[src/rtl/ram_pkg.sv]
// rtl/ram_pkg.sv - shared widths, FSM state types and counter sizing for the display RAM port sequencer
package ram_pkg;

    localparam int ADDR_W = 5;
    localparam int DATA_W = 4;

    typedef enum logic [1:0] {
        W_IDLE,
        W_ARM,
        W_ISSUE,
        W_REL
    } wr_state_t;

    typedef enum logic {
        R_SCAN,
        R_HOLD
    } rd_state_t;

    // Counter width able to hold 0..n; never narrower than one bit so a zero
    // count parameter still yields a legal vector.
    function automatic int cnt_width(input int n);
        return (n > 0) ? $clog2(n + 1) : 1;
    endfunction

endpackage

[src/rtl/sw_debounce.sv]
// rtl/sw_debounce.sv - switch synchroniser, press/release debounce and single-cycle pulse
module sw_debounce #(
    parameter int DEBOUNCE_CYC = 500000
) (
    input  logic clk,
    input  logic reset,
    input  logic sw_in,
    output logic fire,
    output logic pulse
);

    import ram_pkg::*;

    localparam int CNT_W = cnt_width(DEBOUNCE_CYC);
    localparam logic [CNT_W-1:0] CNT_LAST = CNT_W'(DEBOUNCE_CYC - 1);
    localparam logic [CNT_W-1:0] CNT_ONE  = CNT_W'(1);

    logic             sync_q;
    logic             req_s;
    wr_state_t        state;
    wr_state_t        state_nx;
    logic [CNT_W-1:0] cnt;
    logic [CNT_W-1:0] cnt_nx;

    // Two-flop synchroniser for the asynchronous switch.
    always_ff @(posedge clk) begin
        if (reset) begin
            sync_q <= 1'b0;
            req_s  <= 1'b0;
        end else begin
            sync_q <= sw_in;
            req_s  <= sync_q;
        end
    end

    // State and debounce counter registers.
    always_ff @(posedge clk) begin
        if (reset) begin
            state <= W_IDLE;
            cnt   <= '0;
        end else begin
            state <= state_nx;
            cnt   <= cnt_nx;
        end
    end

    // Next state: press must be stable DEBOUNCE_CYC samples, release likewise.
    // fire marks the capture cycle (last stable sample), pulse is the write cycle.
    always_comb begin
        state_nx = state;
        cnt_nx   = cnt;
        fire     = 1'b0;
        pulse    = 1'b0;
        case (state)
            W_IDLE: begin
                if (req_s) begin
                    // The sample seen here is the first stable one.
                    if (DEBOUNCE_CYC == 1) begin
                        state_nx = W_ISSUE;
                        fire     = 1'b1;
                    end else begin
                        state_nx = W_ARM;
                        cnt_nx   = CNT_ONE;
                    end
                end
            end
            W_ARM: begin
                if (!req_s) begin
                    state_nx = W_IDLE;
                end else if (cnt == CNT_LAST) begin
                    state_nx = W_ISSUE;
                    fire     = 1'b1;
                end else begin
                    cnt_nx = cnt + 1'b1;
                end
            end
            W_ISSUE: begin
                pulse    = 1'b1;
                state_nx = W_REL;
                cnt_nx   = '0;
            end
            W_REL: begin
                // Any high sample restarts the release window, so a held
                // or bouncing switch never re-arms.
                if (req_s) begin
                    cnt_nx = '0;
                end else if (cnt == CNT_LAST) begin
                    state_nx = W_IDLE;
                end else begin
                    cnt_nx = cnt + 1'b1;
                end
            end
            default: begin
                state_nx = W_IDLE;
                cnt_nx   = '0;
            end
        endcase
    end

endmodule

[src/rtl/ram_port_sequencer.sv]
// rtl/ram_port_sequencer.sv - write/read port sequencing for the 32x4 display RAM
module ram_port_sequencer #(
    parameter int ADDR_W       = ram_pkg::ADDR_W,
    parameter int DATA_W       = ram_pkg::DATA_W,
    parameter int DEBOUNCE_CYC = 500000,
    parameter int HOLD_TICKS   = 8
) (
    input  logic              clk,
    input  logic              reset,
    input  logic              wr_req_in,
    input  logic [ADDR_W-1:0] wr_addr_in,
    input  logic [DATA_W-1:0] wr_data_in,
    input  logic              tick,
    output logic              wren,
    output logic [ADDR_W-1:0] wraddress,
    output logic [DATA_W-1:0] data,
    output logic [ADDR_W-1:0] rdaddress,
    output logic              wrap,
    output logic              holding
);

    import ram_pkg::*;

    localparam int HC_W = cnt_width(HOLD_TICKS);
    localparam logic [HC_W-1:0]   HOLD_LAST = HC_W'((HOLD_TICKS > 0) ? HOLD_TICKS - 1 : 0);
    localparam logic [ADDR_W-1:0] ADDR_MAX  = '1;

    logic              capture;
    logic              tick_q;
    logic              tick_rise;
    rd_state_t         rd_state;
    rd_state_t         rd_state_nx;
    logic [ADDR_W-1:0] rdaddress_nx;
    logic              wrap_nx;
    logic              holding_nx;
    logic [HC_W-1:0]   hold_cnt;
    logic [HC_W-1:0]   hold_cnt_nx;

    sw_debounce #(
        .DEBOUNCE_CYC(DEBOUNCE_CYC)
    ) u_wr_debounce (
        .clk   (clk),
        .reset (reset),
        .sw_in (wr_req_in),
        .fire  (capture),
        .pulse (wren)
    );

    // Tick is a level; only its rising edge advances the read side.
    always_ff @(posedge clk) begin
        if (reset) begin
            tick_q <= 1'b0;
        end else begin
            tick_q <= tick;
        end
    end

    assign tick_rise = tick & ~tick_q;

    // Capture the switch buses once the request is debounced; held until the next write.
    always_ff @(posedge clk) begin
        if (reset) begin
            wraddress <= '0;
            data      <= '0;
        end else if (capture) begin
            wraddress <= wr_addr_in;
            data      <= wr_data_in;
        end
    end

    // Read FSM state and datapath registers.
    always_ff @(posedge clk) begin
        if (reset) begin
            rd_state  <= R_SCAN;
            rdaddress <= '0;
            wrap      <= 1'b0;
            holding   <= 1'b0;
            hold_cnt  <= '0;
        end else begin
            rd_state  <= rd_state_nx;
            rdaddress <= rdaddress_nx;
            wrap      <= wrap_nx;
            holding   <= holding_nx;
            hold_cnt  <= hold_cnt_nx;
        end
    end

    // Read FSM next state: scan on ticks, park on a fresh write, resume after the hold.
    // Hold entry lands on the edge that starts the wren cycle, so the read port
    // already shows the written location while wren is high; a tick rising in
    // the capture or wren cycle is dropped.
    always_comb begin
        rd_state_nx  = rd_state;
        rdaddress_nx = rdaddress;
        wrap_nx      = wrap;
        holding_nx   = holding;
        hold_cnt_nx  = hold_cnt;
        if ((HOLD_TICKS > 0) && capture) begin
            rd_state_nx  = R_HOLD;
            rdaddress_nx = wr_addr_in;
            hold_cnt_nx  = '0;
            holding_nx   = 1'b1;
        end else begin
            case (rd_state)
                R_SCAN: begin
                    if (tick_rise) begin
                        rdaddress_nx = rdaddress + 1'b1;
                        if (rdaddress == ADDR_MAX) begin
                            wrap_nx = ~wrap;
                        end
                    end
                end
                R_HOLD: begin
                    if (tick_rise && !wren) begin
                        if (hold_cnt == HOLD_LAST) begin
                            // Resume past the written cell; the page bit is
                            // not toggled by this jump even from the top address.
                            rd_state_nx  = R_SCAN;
                            rdaddress_nx = wraddress + 1'b1;
                            holding_nx   = 1'b0;
                        end else begin
                            hold_cnt_nx = hold_cnt + 1'b1;
                        end
                    end
                end
                default: begin
                    rd_state_nx = R_SCAN;
                    holding_nx  = 1'b0;
                end
            endcase
        end
    end

endmodule

[config.mk]
export PLATFORM = sky130hd
export DESIGN_NAME = ram_port_sequencer
export DESIGN_NICKNAME = d
export VERILOG_FILES = /design/src/rtl/ram_pkg.sv /design/src/rtl/sw_debounce.sv /design/src/rtl/ram_port_sequencer.sv
export SDC_FILE = /design/constraint.sdc
export NUM_CORES = 1
export LEC_CHECK = 0
export BUFFER_PORTS_ARGS = -buffer_cell sky130_fd_sc_hd__buf_2
export CAP_MARGIN = 15
export CORE_AREA = 2 2 66 80
export CTS_CLUSTER_SIZE = 12
export DETAILED_ROUTE_END_ITERATION = 10
export DIE_AREA = 0 0 68 82
export GPL_TIMING_DRIVEN = 1
export PLACE_DENSITY_LB_ADDON = 0.05
export SYNTH_ARGS = -nofsm -noshare
export SYNTH_HDL_FRONTEND = slang
export SYNTH_SLANG_ARGS = --single-unit
[constraint.sdc]
create_clock -name clk -period 2.3 [get_ports clk]
set_input_delay 0.46 -clock clk [delete_from_list [all_inputs] [get_ports clk]]
set_output_delay 0.46 -clock clk [all_outputs]
set_load 0.02 [all_outputs]
==> impl_metrics.tcl, run 1 <==
set metrics [dict create \
    ir_worst_vdd_uv 304 \
    ctsResizeCount 0 \
    track_usage_pct 20.2 \
    synthAdderAreaFrac_pct 2.04 \
    synthFlopType "dfxtp_1" \
    layout.nets 327 \
    cts_setup_buffers 0 \
    synth_edf_count 0 \
    finalHoldViolCount 0 \
    grt_max_degree 29 \
    max-cap-violations 0 \
    placed_cells 364 \
    wl_per_cell_um 14.0 \
    die_w_um 68 \
    slew_viol_final 0 \
    cts_tree "built" \
    final_cell_mix "45 x dfxtp_1, 35 x nand2_1, 31 x nor2_1" \
    regArea_um2 901 \
    status "finished clean" \
    synth_top_family_by_area "simple AND/OR/NAND/NOR gates" \
    p_leak_nw 1.02 \
    num_vias 2021 \
    crit_arrival_ps 2290 \
    grt-ovfl-total 0 \
    die-area_um2 5580 \
    grt_pass1_vias 1834 \
    crit_fanout 17 \
    synth-async-reset-ratio_pct 0 \
    rows 28 \
    cts_hold_buf 0 \
    synth_compound_gate_area_share_pct 14.0 \
    synth_seq_area_share_pct 38.7 \
    wl_um 5230 \
    synth_nets 298 \
    post-route-period-util_pct 89.6 \
    synth_simple_gate_area_share_pct 30.1 \
    rsz0062_at_grt "no" \
    path_cells "nor4b_2, and4_4, or4b_1, buf_4, o32ai_1" \
    startpoint_type "flop" \
    synth.avg_cell_area_um2 8.26 \
    area_delta_synth_final_pct 13.3 \
    tightest_slew_ps 522 \
    drive_gt1_share_pct 17.9 \
    critPathCaptureType "flop" \
    hp-class "input port to flop" \
    path_class "flop to flop" \
    combPwrFrac_pct 5.4 \
    syn_inst 282 \
    p_int_mw 1.03 \
    synth-xor-area-share_pct 6.02 \
    clock_path_buffers 2 \
    insertion_delay_ps 310 \
    multi_input_area_um2 1330 \
    tns_ps 0 \
    fin_cells 372 \
    antenna_found_initial 0 \
    cts_max_level 2 \
    die_y_um 82 \
    switchingPower_mw 0.344 \
    drtIter0Drc 115 \
    clkSlewWorstSetupHoldPaths_ps 90 \
    synth.cell_area_um2 2330 \
    post-route-drc-count 0 \
    cp.required_ps 2530 \
    grt_first_pass_wirelength_um 8470 \
    ys_ff_latch 45 \
    yosysUniqueCellTypes 56 \
    fmax_mhz 485 \
    clock-sinks 45 \
    port-buffer-count 29 \
    gp_congestion 0.786 \
    firstDrtPassIters 4 \
    hpwlAfterDp_um 3800 \
    power_density_nw_per_um2 522 \
    cts_buffers 5 \
    setup_viol 0 \
    power_mw 1.38 \
    max-slew-margin-rel_pct 64.9 \
    nFillCells 492 \
    core_region_area_um2 4830 \
    yosys_warnings 0 \
    synth_mux_area_share_pct 4.89 \
    viasPerCell 5.43 \
    ant_nets 0 \
    critPathMaxStageDelay_ps 480 \
    slowest_stage "or4b_1" \
    initial_core_util_pct 48.2 \
    sequentialPowerShare_pct 57.7 \
    cts_root_buf "clkbuf_8" \
    pwr-share-clk_pct 36.9 \
    num_antenna_cells 0 \
    fin_crit_ps 2060 \
    netSwitchingFraction_pct 25.0 \
    io_pins 30 \
    skew_ps 8.24 \
    final_util_pct 54.6 \
    layout_commonest_cell "dfxtp_1" \
]
-- worst paths after layout --
check / startpoint / to / slack (ps) / cells past startpoint
max: u_wr_debounce.cnt[5] / rdaddress[4] / 240 / 5
max reg2reg: u_wr_debounce.cnt[5] / rdaddress[4] / 240 / 5
min: wr_req_in / u_wr_debounce.sync_q / 370 / 2
min reg2reg: u_wr_debounce.sync_q / u_wr_debounce.req_s / 440 / 1
-- cell families after synthesis --
family                   Yosys count
XOR/XNOR                          16
adder cells (fa/ha/maj)            4
buffers and inverters             24
AND/OR/NAND/NOR                  133
flip-flops                        45
multiplexers                      11
AO/OA/AOI/OAI                     49
-- sequential cells by signal (all words and copies together) (netlist names), named ones only --
| register | count |
|---|---|
| holding | 1 |
| hold_cnt | 4 |
| u_wr_debounce.cnt | 19 |
| wraddress | 5 |
| rd_state | 1 |
| u_wr_debounce.sync_q | 1 |
| tick_q | 1 |
| wrap | 1 |
| data | 4 |
| u_wr_debounce.state | 1 |
| rdaddress | 5 |
| u_wr_debounce.req_s | 1 |
-- power by group through the flow --
stage / logic [mW] / registers (mW) / clock network [mW]
finish: 0.0746 / 0.794 / 0.508
detailed placement: 0.0754 / 0.813 / 0
floorplan: 0.0462 / 0.813 / 0
CTS: 0.0757 / 0.794 / 0.525
global route: 0.0850 / 0.797 / 0.557
global placement: 0.0740 / 0.813 / 0
-- cell usage after synthesis (4+ instances only) --
cell type   n  share of area (%)
nand2_1    35                5.6
a21oi_1    16                3.4
nand3_1    13                2.8
and3_1      7                1.9
o21ai_0     8                1.7
nand2b_1    4                1.1
nand4_1     4                1.1
xnor2_1    11                4.1
mux2i_1     8                3.4
dfxtp_1    45                 39
clkbuf_1   11                1.8
xor2_1      5                1.9
nor2b_1     6                1.6
inv_1       9                1.5
nor2_1     31                5.0
nor3_1      9                1.9
nor4_1      6                1.6
-- area by class of cell --
cell class | count | area share, %
multi-input cells | 213 | 50.5
flip-flops and latches | 45 | 34.1
repair buffers | 37 | 7.78
well taps | 60 | 2.84
clock buffers | 5 | 2.61
inverters | 9 | 1.28
clock inverters | 3 | 0.806
-- metal layers --
metal | global-route usage (%) | share of wire, %
met5 | 0 | 0
met4 | 8.80 | 2.3
met3 | 4.25 | 3.1
met2 | 35.4 | 50
met1 | 23.1 | 44
-- worst max-delay path, delay by kind of cell (launching register included) --
| kind | cells | cell delay [ps] |
|---|---|---|
| AOI/OAI and AO/OA | 1 | 210 |
| buffers and inverters | 1 | 220 |
| DFF | 1 | 350 |
| and+or+nand+nor | 3 | 1190 |
-- metrics by stage --
stage / cell area, um2 / hold WS [ps] / setup WS, ps
final: 2640 / 372 / 238
after global routing: 2640 / 370 / 63.2
after CTS: 2640 / 370 / 233
after detailed placement: 2550 / 428 / 236
after global placement: 2550 / 420 / 284
after floorplan: 2330 / 414 / 293
(Power assumes the default switching activity.)
==> run 2: changes to the inputs <==
--- a/config.mk
+++ b/config.mk
@@ -7,11 +7,12 @@
 export LEC_CHECK = 0
 export BUFFER_PORTS_ARGS = -buffer_cell sky130_fd_sc_hd__buf_2
 export CAP_MARGIN = 15
-export CORE_AREA = 2 2 66 80
+export CORE_AREA = 3 3 67 81
 export CTS_CLUSTER_SIZE = 12
 export DETAILED_ROUTE_END_ITERATION = 10
-export DIE_AREA = 0 0 68 82
+export DIE_AREA = 0 0 70 84
 export GPL_TIMING_DRIVEN = 1
+export MAX_ROUTING_LAYER = met4
 export PLACE_DENSITY_LB_ADDON = 0.05
 export SYNTH_ARGS = -nofsm -noshare
 export SYNTH_HDL_FRONTEND = slang
==> run 2 against run 1 <==
  * Combinational power barely moved
  * Via count rose by 3.6%
  * Maximum frequency rose by 2.6%
  * Non-clock buffer count fell by 1
  * Sequential power barely moved
  * Global-route usage fell by 1.2 points
  * Routed wire length rose by 0.90%
  * Count of clock-buffer cells in the layout did not move
  * Die area rose by 5.5%
  * Sequential cell count did not move
  * Worst hold slack improved by 0.81 ps
  * Cell area fell by 0.24%
  * Critical endpoint unchanged
  * Largest cell class unchanged
  * Largest power group unchanged
==> impl_metrics.tcl, run 2 (synthesized netlist as in run 1, its figures left out) <==
set metrics [dict create \
    sequentialPowerShare_pct 57.6 \
    slew_viol_final 0 \
    tns_ps 0 \
    layout_commonest_cell "dfxtp_1" \
    crit_fanout 16 \
    met2_length_um 2670 \
    switchingPower_mw 0.342 \
    viasPerCell 5.67 \
    p_int_mw 1.04 \
    die-area_um2 5880 \
    hp-class "input port to flop" \
    ctsResizeCount 0 \
    max-slew-margin-rel_pct 63.2 \
    wl_um 5270 \
    cts_max_level 2 \
    critPathBufInv 1 \
    cp.required_ps 2520 \
    placed_cells 361 \
    crit_arrival_ps 2230 \
    core_region_area_um2 4660 \
    cts_hold_buf 0 \
    netSwitchingFraction_pct 24.8 \
    max-cap-violations 0 \
    regMostFlops "u_wr_debounce.cnt" \
    rsz0062_at_grt "no" \
    met3_length_um 189 \
    fin_crit_ps 2010 \
    ant_nets 0 \
    drtIter0Drc 113 \
    grt_max_degree 29 \
    port-buffer-count 29 \
    path_class "flop to flop" \
    setup_viol 0 \
    status "finished clean" \
    num_antenna_cells 0 \
    tightest_slew_ps 551 \
    wl_met1_um 2260 \
    gp_congestion 0.846 \
    clock_path_buffers 2 \
    power_density_nw_per_um2 524 \
    nFillCells 459 \
    critPathCaptureType "flop" \
    antenna_found_initial 0 \
    p_leak_nw 1.02 \
    cp_top_family "simple AND/OR/NAND/NOR gates" \
    layout.nets 326 \
    path_cells "nor4bb_1, and4_4, or4b_1, buf_4, o32ai_1" \
    top_regs "u_wr_debounce.cnt: 19 flops, rdaddress: 5 flops, wraddress: 5 flops" \
    largest_register_ffs 19 \
    grt_pass1_vias 1943 \
    insertion_delay_ps 300 \
    wl_per_cell_um 14.3 \
    firstDrtPassIters 4 \
    grt_first_pass_wirelength_um 8950 \
    ir_worst_vdd_uv 279 \
    cts_setup_buffers 0 \
    die_w_um 70 \
    drive_gt1_share_pct 17.7 \
    cts_root_buf "clkbuf_8" \
    grt-ovfl-total 0 \
    finalHoldViolCount 0 \
    slowest_stage "or4b_1" \
    io_pins 30 \
    rows 27 \
    pwr-share-clk_pct 37.0 \
    die_y_um 84 \
    combPwrFrac_pct 5.4 \
    post-route-drc-count 0 \
    hpwlAfterDp_um 3830 \
    fin_cells 369 \
    holdWs_ps 373 \
    initial_core_util_pct 49.9 \
    cts_buffers 5 \
    post-route-period-util_pct 87.4 \
    final_cell_mix "45 x dfxtp_1, 35 x nand2_1, 31 x nor2_1" \
    clock-sinks 45 \
    track_usage_pct 19.0 \
    top_layer "met4" \
    num_vias 2094 \
    critPathMaxStageDelay_ps 490 \
    area_delta_synth_final_pct 13.1 \
    skew_ps 11.8 \
    cts_tree "built" \
    fmax_mhz 498 \
    clkSlewWorstSetupHoldPaths_ps 100 \
    startpoint_type "flop" \
]
## run 2: cell types whose count changed in the layout (fill, tap and decap cells not counted), sizes merged
cell / previous run / this run
buf: 37 / 36
clkinv: 1 / 0
inv: 10 / 11
## run 2: cell type report
cell class | count | area [um2] | share of cell area (%)
clock buffer | 5 | 68.8 | 2.61
clock inverter | 3 | 25.0 | 0.951
inverter | 9 | 33.8 | 1.28
multi-input combinational | 213 | 1330 | 50.7
sequential | 45 | 901 | 34.2
tap | 58 | 72.6 | 2.76
timing repair buffer | 36 | 198 | 7.51
## run 2: per-layer routing
metal  vias to the layer above  global-route usage [%]
met5                         -                       -
met4                         0                    7.49
met3                        13                    4.10
met2                        47                    31.6
met1                       979                    22.1
li1                       1055                       -
## run 2: path summary, 6_finish.rpt
check / from / slack, ps / depth (start not counted) / to
max: u_wr_debounce.cnt[4] / 290 / 5 / rdaddress[4]
min: wr_req_in / 370 / 2 / u_wr_debounce.sync_q
max reg2reg: u_wr_debounce.cnt[4] / 290 / 5 / rdaddress[4]
min reg2reg: u_wr_debounce.sync_q / 440 / 1 / u_wr_debounce.req_s
## run 2: power by group through the flow
stage / Clock [mW] / Combinational (mW) / Sequential, mW
6_report: 0.510 / 0.0749 / 0.795
5_1_grt: 0.568 / 0.0846 / 0.796
4_1_cts: 0.530 / 0.0759 / 0.795
3_5_place_dp: 0 / 0.0755 / 0.813
3_3_place_gp: 0 / 0.0746 / 0.813
2_1_floorplan: 0 / 0.0462 / 0.813
## run 2: metrics by stage
stage | setup slack [ps] | util [%] | area, um2 | total power, mW
floorplan | 293 | - | 2330 | 0.859
global placement | 352 | 54.5 | 2540 | 0.888
detailed placement | 298 | 54.5 | 2540 | 0.889
CTS | 288 | 56.5 | 2630 | 1.40
global route | 77.7 | 56.5 | 2630 | 1.45
finish | 291 | 56.5 | 2630 | 1.38
